File: src/rtl/sevenseg_scan_driver.sv
// sevenseg_scan_driver
//   Time-multiplexes NUM_DIGITS pre-encoded 7-segment patterns onto one shared
//   segment bus. One digit-select line is active at a time. Every digit slot
//   opens with a blanking gap so the previous digit's pattern never ghosts
//   onto the next one. Display data is double-buffered, so a frame is never torn.
//
// Ports
//   clk         system clock
//   rstn        asynchronous active-low reset
//   en          scan enable
//   load        1-cycle strobe: capture seg_in
//   seg_in      digit i pattern at [7i+6:7i], bit order gfedcba, 1 = lit
//   seg_out     shared segment lines (inverted when SEG_ACTIVE_LOW=1)
//   dig_out     one-hot digit select (inverted when DIG_ACTIVE_LOW=1)
//   frame_done  1-cycle pulse after each frame wrap
module sevenseg_scan_driver #(
    parameter int NUM_DIGITS     = 4,
    parameter int PRESCALE       = 1000,
    parameter int BLANK_CYCLES   = 16,
    parameter int SEG_ACTIVE_LOW = 0,
    parameter int DIG_ACTIVE_LOW = 0
) (
    input  logic                      clk,
    input  logic                      rstn,
    input  logic                      en,
    input  logic                      load,
    input  logic [7*NUM_DIGITS-1:0]   seg_in,
    output logic [6:0]                seg_out,
    output logic [NUM_DIGITS-1:0]     dig_out,
    output logic                      frame_done
);

    localparam int TICK_W = $clog2(PRESCALE);
    localparam int IDX_W  = (NUM_DIGITS > 1) ? $clog2(NUM_DIGITS) : 1;

    localparam logic [TICK_W-1:0] TICK_LAST = TICK_W'(PRESCALE - 1);
    localparam logic [TICK_W-1:0] BLANK_T   = TICK_W'(BLANK_CYCLES);
    localparam logic [IDX_W-1:0]  IDX_LAST  = IDX_W'(NUM_DIGITS - 1);

    // Inactive levels. XOR-ing an active-high value with these applies the
    // pad polarity, since all-ones inverts and all-zeros passes through.
    localparam logic [6:0] SEG_OFF = (SEG_ACTIVE_LOW != 0) ? 7'h7F : 7'h00;
    localparam logic [NUM_DIGITS-1:0] DIG_OFF =
        (DIG_ACTIVE_LOW != 0) ? {NUM_DIGITS{1'b1}} : {NUM_DIGITS{1'b0}};

    logic [TICK_W-1:0]       tick_reg,   tick_next;
    logic [IDX_W-1:0]        idx_reg,    idx_next;
    logic [7*NUM_DIGITS-1:0] disp_reg,   disp_next;
    logic [7*NUM_DIGITS-1:0] pend_reg,   pend_next;
    logic                    pend_v_reg, pend_v_next;
    logic [6:0]              seg_reg,    seg_next;
    logic [NUM_DIGITS-1:0]   dig_reg,    dig_next;
    logic                    fd_reg,     fd_next;

    logic [6:0]            digit_pat [NUM_DIGITS];
    logic [NUM_DIGITS-1:0] dig_sel;
    logic                  wrap;

    // Split the display buffer into per-digit patterns and build the
    // active-high one-hot select for the current index.
    generate
        for (genvar gi = 0; gi < NUM_DIGITS; gi++) begin : g_digit
            assign digit_pat[gi] = disp_reg[7*gi +: 7];
            assign dig_sel[gi]   = (idx_reg == IDX_W'(gi));
        end
    endgenerate

    assign wrap = en && (tick_reg == TICK_LAST) && (idx_reg == IDX_LAST);

    always_comb begin
        tick_next   = tick_reg;
        idx_next    = idx_reg;
        disp_next   = disp_reg;
        pend_next   = pend_reg;
        pend_v_next = pend_v_reg;
        seg_next    = SEG_OFF;
        dig_next    = DIG_OFF;
        fd_next     = wrap;

        // Scan position: held at the frame start while disabled.
        if (!en) begin
            tick_next = '0;
            idx_next  = '0;
        end else if (tick_reg == TICK_LAST) begin
            tick_next = '0;
            idx_next  = (idx_reg == IDX_LAST) ? '0 : idx_reg + IDX_W'(1);
        end else begin
            tick_next = tick_reg + TICK_W'(1);
        end

        // Buffer management. While disabled nothing is shown, so a load can
        // go straight to the display. While scanning, updates are parked in
        // the pending buffer and only swapped in at the frame wrap. A load
        // coinciding with the wrap bypasses the pending buffer entirely.
        if (!en) begin
            if (load) begin
                disp_next   = seg_in;
                pend_v_next = 1'b0;
            end
        end else if (wrap) begin
            if (load) begin
                disp_next = seg_in;
            end else if (pend_v_reg) begin
                disp_next = pend_reg;
            end
            pend_v_next = 1'b0;
        end else if (load) begin
            pend_next   = seg_in;
            pend_v_next = 1'b1;
        end

        // Outputs follow the current (idx, tick) one cycle later.
        if (en && (tick_reg >= BLANK_T)) begin
            seg_next = digit_pat[idx_reg] ^ SEG_OFF;
            dig_next = dig_sel ^ DIG_OFF;
        end
    end

    always_ff @(posedge clk or negedge rstn) begin
        if (!rstn) begin
            tick_reg   <= '0;
            idx_reg    <= '0;
            disp_reg   <= '0;
            pend_reg   <= '0;
            pend_v_reg <= 1'b0;
            seg_reg    <= SEG_OFF;
            dig_reg    <= DIG_OFF;
            fd_reg     <= 1'b0;
        end else begin
            tick_reg   <= tick_next;
            idx_reg    <= idx_next;
            disp_reg   <= disp_next;
            pend_reg   <= pend_next;
            pend_v_reg <= pend_v_next;
            seg_reg    <= seg_next;
            dig_reg    <= dig_next;
            fd_reg     <= fd_next;
        end
    end

    assign seg_out    = seg_reg;
    assign dig_out    = dig_reg;
    assign frame_done = fd_reg;

endmodule
File: config.mk
export PLATFORM = sky130hd
export DESIGN_NAME = sevenseg_scan_driver
export DESIGN_NICKNAME = d
export VERILOG_FILES = /design/src/rtl/sevenseg_scan_driver.sv
export SDC_FILE = /design/constraint.sdc
export NUM_CORES = 1
export LEC_CHECK = 0
export BUFFER_PORTS_ARGS = -buffer_cell sky130_fd_sc_hd__buf_4
export CORE_ASPECT_RATIO = 0.9
export CORE_MARGIN = 2
export CORE_UTILIZATION = 58
export CTS_BUF_LIST = sky130_fd_sc_hd__clkbuf_16
export CTS_CLUSTER_DIAMETER = 60
export DETAILED_ROUTE_END_ITERATION = 6
export PLACE_DENSITY = 0.79
export SYNTH_ARGS = -nofsm -noshare
export SYNTH_HDL_FRONTEND = slang
export SYNTH_SLANG_ARGS = --single-unit
File: constraint.sdc
create_clock -name clk -period 3 [get_ports clk]
set_input_delay 0.15 -clock clk [delete_from_list [all_inputs] [get_ports clk]]
set_output_delay 0.15 -clock clk [all_outputs]
set_load 0.05 [all_outputs]
# ---- After elaboration in Yosys (flattened, before gate mapping)
# Cells that the tools add are included.
dict set report totals {
  register_bits 81
  elab_cells 49
  output_inout_bits 12
  input_bits 32
}
dict set report classes {
  n_mux 19
  eq_ne 7
  n_reduce_logical 9
  add_sub_neg 2
  bitwise 2
  n_lt_le_gt_ge 2
}
# operator count
set ops {}
lappend ops {{$mux 28} 5}
lappend ops {{$mux 7} 3}
lappend ops {{$mux 10} 2}
lappend ops {{$bmux 7 s2} 1}
lappend ops {{$add 10x1->10 const B} 1}
lappend ops {{$eq 10x10->1 const B} 1}
lappend ops {{$ge 10x5->1 const B} 1}
lappend ops {{$mux 2} 3}
lappend ops {{$reduce_and 3->1} 2}
lappend ops {{$eq 2x2->1 const B} 2}
lappend ops {{$mux 1} 4}
lappend ops {{$mux 4} 1}
lappend ops {{$ne 2x1->1 const B} 2}
lappend ops {{$reduce_bool 2->1} 2}
lappend ops {{$ge 3x3->1 const B} 1}
lappend ops {{$logic_and 1x1->1} 3}
lappend ops {{$ne 3x3->1 const B} 1}
lappend ops {{$not 2->3} 1}
lappend ops {{$add 2x1->2 const B} 1}
lappend ops {{$eq 2x1->1 const B} 1}
lappend ops {{$logic_not 2->1} 1}
lappend ops {{$reduce_and 2->1} 1}
lappend ops {{$not 1->1} 1}

# ---- Logic depth before layout (Yosys ltp)
# Gate-level depths: netlist of the first run.
dict set report logic_depth {
  ltp_word 5
  depth_mapped 6
  ltp_nobuf 5
}

# ---- Worst setup path after synthesis of the first run
# No wires, ideal clock.
dict set report synth_timing {
  path_type {register to register}
  startpoint {register tick_reg[3]}
  endpoint {register disp_reg[10]}
  setup_slack_ns 0.871
  period_less_slack_ns 2.129
  path_stages_with_launch 6
  t_required_ns 2.875
  arrival_time_ns 2.004
  setup_ns 0.125
  cell_sequence {dfrtp_1 > or2_1 > or4_4 > a21oi_4 > buf_12 > mux2_4}
}
dict set report synth_via {
  elab_chain_cells 5
}
# item line
set synth_rtl {}
lappend synth_rtl {{from (decl)} 46} ;# logic [TICK_W-1:0] tick_reg, tick_next;
lappend synth_rtl {{from (signal assigned)} 130} ;# tick_reg <= tick_next;
lappend synth_rtl {{$eq 10x10->1 (*)} 68} ;# assign wrap = en && (tick_reg == TICK_LAST) && (idx_reg == IDX_LAST);
lappend synth_rtl {{$logic_and 1x1->1 (*) (2 in a row)} 68}
lappend synth_rtl {{$ne 3x3->1 (no line) / $ne 2x1->1 (equally long branches)} -}
lappend synth_rtl {{$reduce_and 3->1 (no line) (*)} -}
lappend synth_rtl {{to (signal assigned)} 132} ;# disp_reg <= disp_next;
lappend synth_rtl {{to (decl)} 48} ;# logic [7*NUM_DIGITS-1:0] disp_reg, disp_next;
# Every way passes the cells marked *; elsewhere a longest branch is shown, timed or not.
# A chain may end at the register's enable or synchronous reset.

# ---- Worst setup path in the final report of the first run
dict set report layout_timing {
  startpoint {register idx_reg[1]}
  endpoint {register pend_reg[21]}
}
dict set report layout_via {
  elab_chain_cells 4
}
# item line
set layout_rtl {}
lappend layout_rtl {{from (decl)} 47} ;# logic [IDX_W-1:0] idx_reg, idx_next;
lappend layout_rtl {{from (signal assigned)} 131} ;# idx_reg <= idx_next;
lappend layout_rtl {{$eq 2x2->1} 68}
lappend layout_rtl {{$logic_and 1x1->1} 68}
lappend layout_rtl {{$not 1->1 (no line)} -}
lappend layout_rtl {{$reduce_and 3->1 (no line)} -}
lappend layout_rtl {{to (signal assigned)} 133} ;# pend_reg <= pend_next;
lappend layout_rtl {{to (decl)} 49} ;# logic [7*NUM_DIGITS-1:0] pend_reg, pend_next;
# Every way passes these cells.

==> flow_summary.toml, run 1 <==
[yosys]
synth_top_family_by_area = "multiplexers"
synth_enable_flop_cells = 0
syn_inst = 257
synth_area_leaders = "dfrtp_1, mux2_2, mux2_4, mux4_2, ha_1"
synthSimpleGateAreaFrac = 0.0657
ys.flop_type = "dfrtp_1"
synthAdderAreaFrac = 0.0199
synth_compound_area_frac = 0.00962
synth.largest_area_cell = "dfrtp_1"
async_reset_ff_frac = 1.00
syn-cell-area_um2 = 3770
yosys_warnings = 0
yosysUniqueCellTypes = 31
syn_avg_cell_area_um2 = 14.7
syn_nets = 295
synth.top_cells.by_count = "dfrtp_1, mux2_2, mux2_4"
synth_top_area_share = 0.538
ys_ff_latch = 81
yosys.area_share.xor_xnor = 0.0186
yosysMostFrequentCell = "dfrtp_1"
synthMuxAreaShare = 0.318
yosysSeqAreaShare = 0.538

[grt]
grt_overflow = 0
first_global_vias = 2109
grt_first_pass_wirelength_um = 10400
grt_util_all_layers = 0.197
grt_max_degree = 82
grt_antenna_before_repair = 0

[timing]
fmax_mhz = 394
whs_ns = -0.0228
min_period_over_period = 0.847
fin_skew_ns = 0.00453
fin_crit_ns = 2.54
tightest_slew_ns = 0.981
slew_violations = 0
final.setup.worst_slack_ns = 0.459
setup_viol = 0
maxSlewHeadroom = 0.346
hold_viol = 21
final.setup.tns_ns = 0
rsz0062_at_grt = "no"

[setup_path]
crit_arrival_ns = 2.75
r2r_cells = 6
cp_data_required_time_ns = 3.21
end_kind = "flop"
path_max_fanout = 16
path_class = "reg -> reg"
start_kind = "flop"

[detailed_routing]
route.met3.wl_um = 317
first_pass_iters = 4
drc = 0
highest_layer = "met4"
met1_length_um = 2840
drt_iter0_markers = 126
vias = 2080
wl_met2_um = 2870
wl_per_cell_um = 15.4
antenna_left = 0
drt-total-wl_um = 6110
viasPerCell = 5.25

[layout]
drive_gt1_frac = 0.505
antenna_cells = 0
finalNetCount = 342
area_delta_synth_final_pct = 17.6
nFillCells = 431

[placement]
place.gp.congestion = 0.758
hpwl_um = 3980
dp_slack_ns = 0.492
port-buffer-count = 43

[clock_network]
cts_max_level = 3
postCtsSetupRepairBufs = 0
cts_root_buf = "clkbuf_16"
clk_latency_ns = 0.33
cts_resized = 0
clockBufferDepth = 2
hold_buffers = 0
cts_buffers = 9
cts_num_sinks = 81
tritoncts = "built"
clk_pin_slew_ns = 0.05

[floorplanning]
dieArea_um2 = 7160
coreArea_um2 = 6220
io_pins = 44
rows = 27
initial_utilization = 0.606
die_x_um = 89.0
die_height_um = 80.5

[min_path]
min_path_type = "in -> async"

[status]
status = "finished with violations"
violations = "hold timing"

[job]
max-cap-violations = 0

[pwr]
p_leak_uw = 0.00204
power.density_nw_per_um2 = 584
vdd_drop_max_uv = 392
## layout make-up
cell class / instances / area [um^2] / share of cell area
Clock buffer: 9 / 225 / 0.0508
Clock inverter: 7 / 30.0 / 0.00677
Inverter: 8 / 30.0 / 0.00677
Multi-Input combinational cell: 156 / 1630 / 0.367
Sequential cell: 81 / 2030 / 0.457
Tap cell: 87 / 109 / 0.0245
Timing Repair Buffer: 48 / 385 / 0.0869
## power breakdown
group,total (uW),internal [uW],switching [uW]
registers,1310,1230,74.4
logic,356,242,115
clock network,928,543,386
total,2590,2020,575
## routing by layer
| layer | GRT usage | vias up |
|---|---|---|
| met3 | 0.0658 | 9 |
| met1 | 0.272 | 1028 |
| met4 | 0.0627 | 0 |
| met5 | 0 | - |
| li1 | - | 1003 |
| met2 | 0.298 | 40 |
## through the flow
step / area, um^2 / util / power [uW] / std cells
global route: 4430 / 0.713 / 2710 / 396
global placement: 4180 / 0.672 / 1670 / 380
detailed placement: 4180 / 0.672 / 1680 / 380
floorplan: 3770 / - / 1570 / 257
finish: 4430 / 0.713 / 2590 / 396
CTS: 4430 / 0.713 / 2630 / 396
## cell usage in the layout (no fill, tap or decap), types with 2 or more instances in the layout
cell type  instances
and2_1             3
mux4_2             7
clkbuf_16          9
nand3_1            3
xor2_1             6
mux2i_1            2
clkinv_1           2
inv_1             10
clkinv_2           3
nand2_1            5
mux2_2            64
buf_12             2
ha_1               6
nand4_1            3
buf_4             46
nor2b_1            8
dfrtp_1           81
and3_1             2
nor2_1            13
mux2_4            20
xnor2_1            2
## worst paths after layout
check                                        from                  endpoint  slack, ns
max                        idx_reg[1]$_DFFE_PN0P_  pend_reg[21]$_DFFE_PN0P_       0.46
min                                          rstn   pend_reg[5]$_DFFE_PN0P_      -0.02
max reg2reg                idx_reg[1]$_DFFE_PN0P_  pend_reg[21]$_DFFE_PN0P_       0.46
min reg2reg                 tick_reg[0]$_DFF_PN0_     tick_reg[0]$_DFF_PN0_       0.49
max in group asynchronous                    rstn  pend_reg[13]$_DFFE_PN0P_       2.39
min in group clk                       seg_in[18]  pend_reg[18]$_DFFE_PN0P_       0.06
## cell families (layout without fill, tap and decap cells)
kind of cell | count (synthesis) | after routing
and+or+nand+nor | 45 | 45
AOI/OAI and AO/OA | 4 | 4
buffers and inverters | 20 | 72
muxes | 93 | 93
DFF | 81 | 81
adders and majority gates | 6 | 6
xor gates and xnor gates | 8 | 8
## worst max-delay path: stages (launching register included)
cell	delay, ns
dfrtp_1	0.61
ha_1	0.27
inv_1	0.07
or4_4	0.56
nand3_2	0.34
buf_12	0.21
mux2_2	0.35
Note: power is estimated with default switching activity, not from simulation.
==> run 2: changes to the inputs <==
--- a/config.mk
+++ b/config.mk
@@ -5,6 +5,7 @@
 export SDC_FILE = /design/constraint.sdc
 export NUM_CORES = 1
 export LEC_CHECK = 0
+export ABC_AREA = 1
 export BUFFER_PORTS_ARGS = -buffer_cell sky130_fd_sc_hd__buf_4
 export CORE_ASPECT_RATIO = 0.9
 export CORE_MARGIN = 2
==> constraint.sdc (replaced) <==
create_clock -name clk -period 2.4 [get_ports clk]
set_input_delay 0.12 -clock clk [delete_from_list [all_inputs] [get_ports clk]]
set_output_delay 0.12 -clock clk [all_outputs]
set_load 0.05 [all_outputs]
==> flow_summary.toml, run 2 <==
[layout]
antenna_cells = 0
area_delta_synth_final_pct = 16.0
multiInputGateArea_um2 = 1630
finalNetCount = 513
seq_area_um2 = 2030
layout_commonest_cell = "nand2_1"
stdcell_area_um2 = 4590
drive_gt1_frac = 0.204
nFillCells = 554
most-common-layout-cells = "nand2_1, dfrtp_1, buf_4"
final_cells = 570

[timing]
fin_skew_ns = 0.00388
hold_viol = 0
final.setup.worst_slack_ns = 0.513
min_period_over_period = 0.786
fmax_mhz = 530
whs_ns = 0.0476
rsz0062_at_grt = "no"
final.setup.tns_ns = 0
setup_viol = 0
fin_crit_ns = 1.89
maxSlewHeadroom = 0.329
tightest_slew_ns = 1.01
slew_violations = 0

[grt]
grt_first_pass_wirelength_um = 14600
first_global_vias = 3147
grt_util_all_layers = 0.252
grt_overflow = 0
grt_antenna_before_repair = 0
grt_max_degree = 82

[clock_network]
cts_resized = 0
cts_max_level = 3
cts_buffers = 9
hold_buffers = 1
postCtsSetupRepairBufs = 0
clk_pin_slew_ns = 0.06
clockBufferDepth = 2
cts_num_sinks = 81
clk_latency_ns = 0.34
tritoncts = "built"
cts_root_buf = "clkbuf_16"

[yosys]
syn-cell-area_um2 = 3950
ys.flop_type = "dfrtp_1"
synth.top_cells.by_count = "nand2_1, dfrtp_1, nor2_1"
synth_enable_flop_cells = 0
synthSimpleGateAreaFrac = 0.268
synthMuxAreaShare = 0.0797
yosys.area_share.xor_xnor = 0.00443
synth_top_area_share = 0.513
synthAdderAreaFrac = 0.0190
yosysUniqueCellTypes = 27
async_reset_ff_frac = 1.00
syn_inst = 441
synth_top_family_by_area = "simple AND/OR/NAND/NOR gates"
syn_nets = 479
yosys_warnings = 0
syn_avg_cell_area_um2 = 8.97
synth_compound_area_frac = 0.0408
yosysSeqAreaShare = 0.513
synth_area_leaders = "dfrtp_1, nand2_1, mux2_2, nand4_1, nand3_1"
synth.largest_area_cell = "dfrtp_1"
yosysMostFrequentCell = "nand2_1"
ys_ff_latch = 81

[setup_path]
slowest_delay_ns = 0.46
path_class = "reg -> reg"
reg2reg_from = "tick_reg[0]$_DFF_PN0_"
path_max_fanout = 28
cp_data_required_time_ns = 2.62
end_kind = "flop"
cp_cell_sequence = "ha_1, nand2_2, nor2_1, nand3_1, o21ai_2, nand2_2, nand2_1, nand2_1"
r2r_cells = 8
critPathSlowestCell = "dfrtp_1"
start_kind = "flop"
startpoint = "tick_reg[0]$_DFF_PN0_"
crit_arrival_ns = 2.11

[pwr]
power.density_nw_per_um2 = 784
p_leak_uw = 0.00235
vdd_drop_max_uv = 605

[floorplanning]
io_pins = 44
coreArea_um2 = 6590
initial_utilization = 0.600
die_x_um = 91.0
rows = 28
dieArea_um2 = 7490
die_height_um = 82.3

[detailed_routing]
drt-total-wl_um = 8590
viasPerCell = 5.58
wl_per_cell_um = 15.1
drc = 0
vias = 3183
first_pass_iters = 4
antenna_left = 0
drt_iter0_markers = 305

[placement]
dp_slack_ns = 0.570
place.gp.congestion = 0.846
hpwl_um = 5440
port-buffer-count = 43
placed_area_um2 = 4240
place_inst = 553

[min_path]
whs_path_depth = 3
min_path_type = "in -> reg"
hp-start = "seg_in[18]"

[job]
max-cap-violations = 0

[status]
status = "complete, no violations"
run 2: changes by cell type in the layout (fill, tap and decap cells not counted), moves of 18 or more:
| cell | delta |
|---|---|
| mux2_4 | -20 |
| nand3_1 | +33 |
| o21ai_0 | +18 |
| nand2_1 | +117 |
| nand4_1 | +28 |
| mux2_2 | -36 |
| nor2_1 | +31 |
run 2: cell families (layout without fill, tap and decap cells):
logic type                 Yosys count  in the layout
and+or+nand+nor                    243            243
DFF                                 81             81
buffers and inverters               50             89
AOI/OAI and AO/OA                   31             31
muxes                               28             28
adders and majority gates            6              6
xor gates and xnor gates             2              2
run 2: worst max-delay path, delay by kind of cell (launching register included):
kind | cells | cell delay [ns]
adders and majority gates | 1 | 0.23
DFF | 1 | 0.46
AOI/OAI and AO/OA | 1 | 0.16
and+or+nand+nor | 6 | 0.91
run 2: final timing paths:
| kind | to | slack, ns |
|---|---|---|
| max | disp_reg[18]$_DFFE_PN0P_ | 0.51 |
| min reg2reg | pend_reg[18]$_DFFE_PN0P_ | 0.47 |
| max in group asynchronous | seg_out[6]$_DFF_PN0_ | 1.24 |
| max reg2reg | disp_reg[18]$_DFFE_PN0P_ | 0.51 |
| min in group asynchronous | tick_reg[9]$_DFF_PN0_ | 0.47 |
| min | pend_reg[18]$_DFFE_PN0P_ | 0.05 |
run 2: report_power, final:
group          total [uW]  switching [uW]  internal (uW)
logic                 463             274            189
clock network        1530             528           1010
registers            1600            89.0           1510
total                3600             891           2710
run 2: cell type report:
type | instances | share of cell area
clock buffer | 9 | 0.0491
clock inverter | 7 | 0.0240
inverter | 22 | 0.0180
multi-input combinational | 310 | 0.356
sequential | 81 | 0.442
tap | 90 | 0.0246
timing repair buffer | 51 | 0.0868
run 2: through the flow:
| step | util | total power [uW] |
|---|---|---|
| after global routing | 0.696 | 3770 |
| after CTS | 0.696 | 3610 |
| after global placement | 0.644 | 2060 |
| after floorplan | - | 1930 |
| final | 0.696 | 3600 |
| after detailed placement | 0.644 | 2080 |
run 2: per-layer routing:
metal / vias up / global-route usage / wire length [um]
met3: 15 / 0.0708 / 567
met5: - / 0 / 0
met4: 0 / 0.0985 / 145
li1: 1520 / - / -
met2: 117 / 0.418 / 4310
met1: 1531 / 0.319 / 3560
==> run 3: changes to the inputs <==
--- a/config.mk
+++ b/config.mk
@@ -5,15 +5,15 @@
 export SDC_FILE = /design/constraint.sdc
 export NUM_CORES = 1
 export LEC_CHECK = 0
-export ABC_AREA = 1
+export ABC_AREA = 0
 export BUFFER_PORTS_ARGS = -buffer_cell sky130_fd_sc_hd__buf_4
 export CORE_ASPECT_RATIO = 0.9
 export CORE_MARGIN = 2
-export CORE_UTILIZATION = 58
+export CORE_UTILIZATION = 52
 export CTS_BUF_LIST = sky130_fd_sc_hd__clkbuf_16
 export CTS_CLUSTER_DIAMETER = 60
 export DETAILED_ROUTE_END_ITERATION = 6
-export PLACE_DENSITY = 0.79
+export PLACE_DENSITY = 0.75
 export SYNTH_ARGS = -nofsm -noshare
 export SYNTH_HDL_FRONTEND = slang
 export SYNTH_SLANG_ARGS = --single-unit
==> constraint.sdc (replaced) <==
create_clock -name clk -period 1.72 [get_ports clk]
set_input_delay 0.086 -clock clk [delete_from_list [all_inputs] [get_ports clk]]
set_output_delay 0.086 -clock clk [all_outputs]
set_load 0.05 [all_outputs]
==> flow_summary.toml, run 3 (synthesized netlist as in run 1, its figures left out) <==
[floorplanning]
initial_utilization = 0.536
coreArea_um2 = 7040
rows = 29
die_height_um = 84.8
die_x_um = 93.8
dieArea_um2 = 7950
io_pins = 44

[grt]
grt_util_all_layers = 0.191
grt_overflow = 0
first_global_vias = 2430
grt_antenna_before_repair = 0
grt_first_pass_wirelength_um = 11500
grt_max_degree = 82

[setup_path]
path_max_fanout = 7
crit_arrival_ns = 2.27
r2r_cells = 7
crit_family = "simple AND/OR/NAND/NOR gates"
cp_data_required_time_ns = 1.93
end_kind = "flop"
slowest_delay_ns = 0.53
cp_cell_sequence = "ha_2, nand4_1, or4_4, a21oi_4, buf_4, clkbuf_16, mux2_4"
critPathSlowestCell = "or4_4"
reg2reg_from = "tick_reg[1]$_DFF_PN0_"
path_class = "reg -> reg"
critPathBufInv = 2
reg2reg_slack_ns = -0.34
reg2reg_to = "disp_reg[21]$_DFFE_PN0P_"
start_kind = "flop"

[timing]
fmax_mhz = 486
final.setup.worst_slack_ns = -0.339
rsz0062_at_grt = "yes"
slew_violations = 0
fin_skew_ns = 0.00574
min_period_over_period = 1.20
fin_crit_ns = 2.06
hold_viol = 0
maxSlewHeadroom = 0.724
whs_ns = 0.00527
setup_viol = 60
tightest_slew_ns = 0.413

[pwr]
comb_power_share = 0.152
p_int_uw = 3740
seq_power_share = 0.477
p_clk_frac = 0.370
p_leak_uw = 0.00229
switchingPower_uw = 1040
power.density_nw_per_um2 = 959
power.total_uw = 4780
vdd_drop_max_uv = 659
switching_share = 0.217

[detailed_routing]
highest_layer = "met4"
route.met3.wl_um = 269
first_pass_iters = 4
drt-total-wl_um = 7410
viasPerCell = 5.22
drc = 0
met1_length_um = 3330
vias = 2317
wl_per_cell_um = 16.7
antenna_left = 0
drt_iter0_markers = 135
wl_met2_um = 3740

[layout]
stdcell_area_um2 = 4980
most-common-layout-cells = "dfrtp_1, mux2_2, buf_4"
drive_gt1_frac = 0.536
layout_commonest_cell = "dfrtp_1"
antenna_cells = 0
finalNetCount = 384
area_delta_synth_final_pct = 32.1
utilization = 0.707

[placement]
port-buffer-count = 43
placed_area_um2 = 4350
hpwl_um = 4500
dp_slack_ns = -0.300
place.gp.congestion = 0.810

[clock_network]
cts_max_level = 3
cts_num_sinks = 81
clk_pin_slew_ns = 0.06
cts_buffers = 9
clockBufferDepth = 2
clk_latency_ns = 0.33
tritoncts = "built"
cts_root_buf = "clkbuf_16"

[min_path]
whs_path_depth = 2
min_path_type = "in -> reg"
hp-start = "seg_in[18]"
min_to = "pend_reg[18]$_DFFE_PN0P_"

[job]
max-cap-violations = 0

[status]
status = "finished with violations"
violations = "setup timing"
[run 3: changes by cell type in the layout (fill, tap and decap cells not counted), sizes merged, moves of 8 or more]
cell / delta
mux2: +56
nand2: -120
nor2: -31
dlygate4sd3: +17
inv: -12
buf: +20
nor2b: +8
o21ai: -19
nand3: -33
nand4: -28
a21oi: -9
[run 3: power by group through the flow]
stage	combinational (uW)	clock [uW]	sequential [uW]
3_3_place_gp	639	0	2300
5_1_grt	784	1910	2310
2_1_floorplan	481	0	2260
3_5_place_dp	660	0	2310
6_report	728	1770	2280
4_1_cts	714	1800	2280
[run 3: worst max-delay path by stage]
| stage | startpoint | to | slack (ns) | depth (start not counted) |
|---|---|---|---|---|
| final | tick_reg[1]$_DFF_PN0_ | disp_reg[21]$_DFFE_PN0P_ | -0.34 | 7 |
| after floorplan | tick_reg[0]$_DFF_PN0_ | disp_reg[10]$_DFFE_PN0P_ | -0.36 | 6 |
| after detailed placement | tick_reg[1]$_DFF_PN0_ | disp_reg[1]$_DFFE_PN0P_ | -0.30 | 6 |
| after global placement | tick_reg[1]$_DFF_PN0_ | disp_reg[0]$_DFFE_PN0P_ | -0.26 | 6 |
| after global routing | tick_reg[1]$_DFF_PN0_ | disp_reg[6]$_DFFE_PN0P_ | -0.40 | 7 |
| after CTS | tick_reg[1]$_DFF_PN0_ | disp_reg[27]$_DFFE_PN0P_ | -0.32 | 7 |
[run 3: layout make-up]
| cell class | count | area (um^2) |
|---|---|---|
| clock buffers | 9 | 225 |
| fillers | 491 | 2060 |
| well taps | 93 | 116 |
| flip-flops and latches | 81 | 2030 |
| clock inverters | 7 | 53.8 |
| multi-input cells | 156 | 1680 |
| repair buffers | 90 | 847 |
| inverters | 8 | 30.0 |
[run 3: what timing repair did]
item	4_1_cts	5_1_grt
hold endpoints to repair	98	0
hold buffers	18	0
buffers inserted	2	2
resized for setup	1	17
endpoints found under the setup margin	56	70
gates cloned	1	3
pin swaps	0	2
[run 3: metrics by stage]
stage | TNS, ns | std cells
after floorplan | -14.84 | 257
after global placement | -11.02 | 402
after detailed placement | -13.10 | 402
after CTS | -14.92 | 439
after global routing | -18.68 | 444
final | -15.06 | 444
[run 3: layer usage]
layer | up-vias | track usage
met4 | 0 | 0.0580
met5 | - | 0
met1 | 1184 | 0.247
met3 | 8 | 0.0539
li1 | 1077 | -
met2 | 48 | 0.316
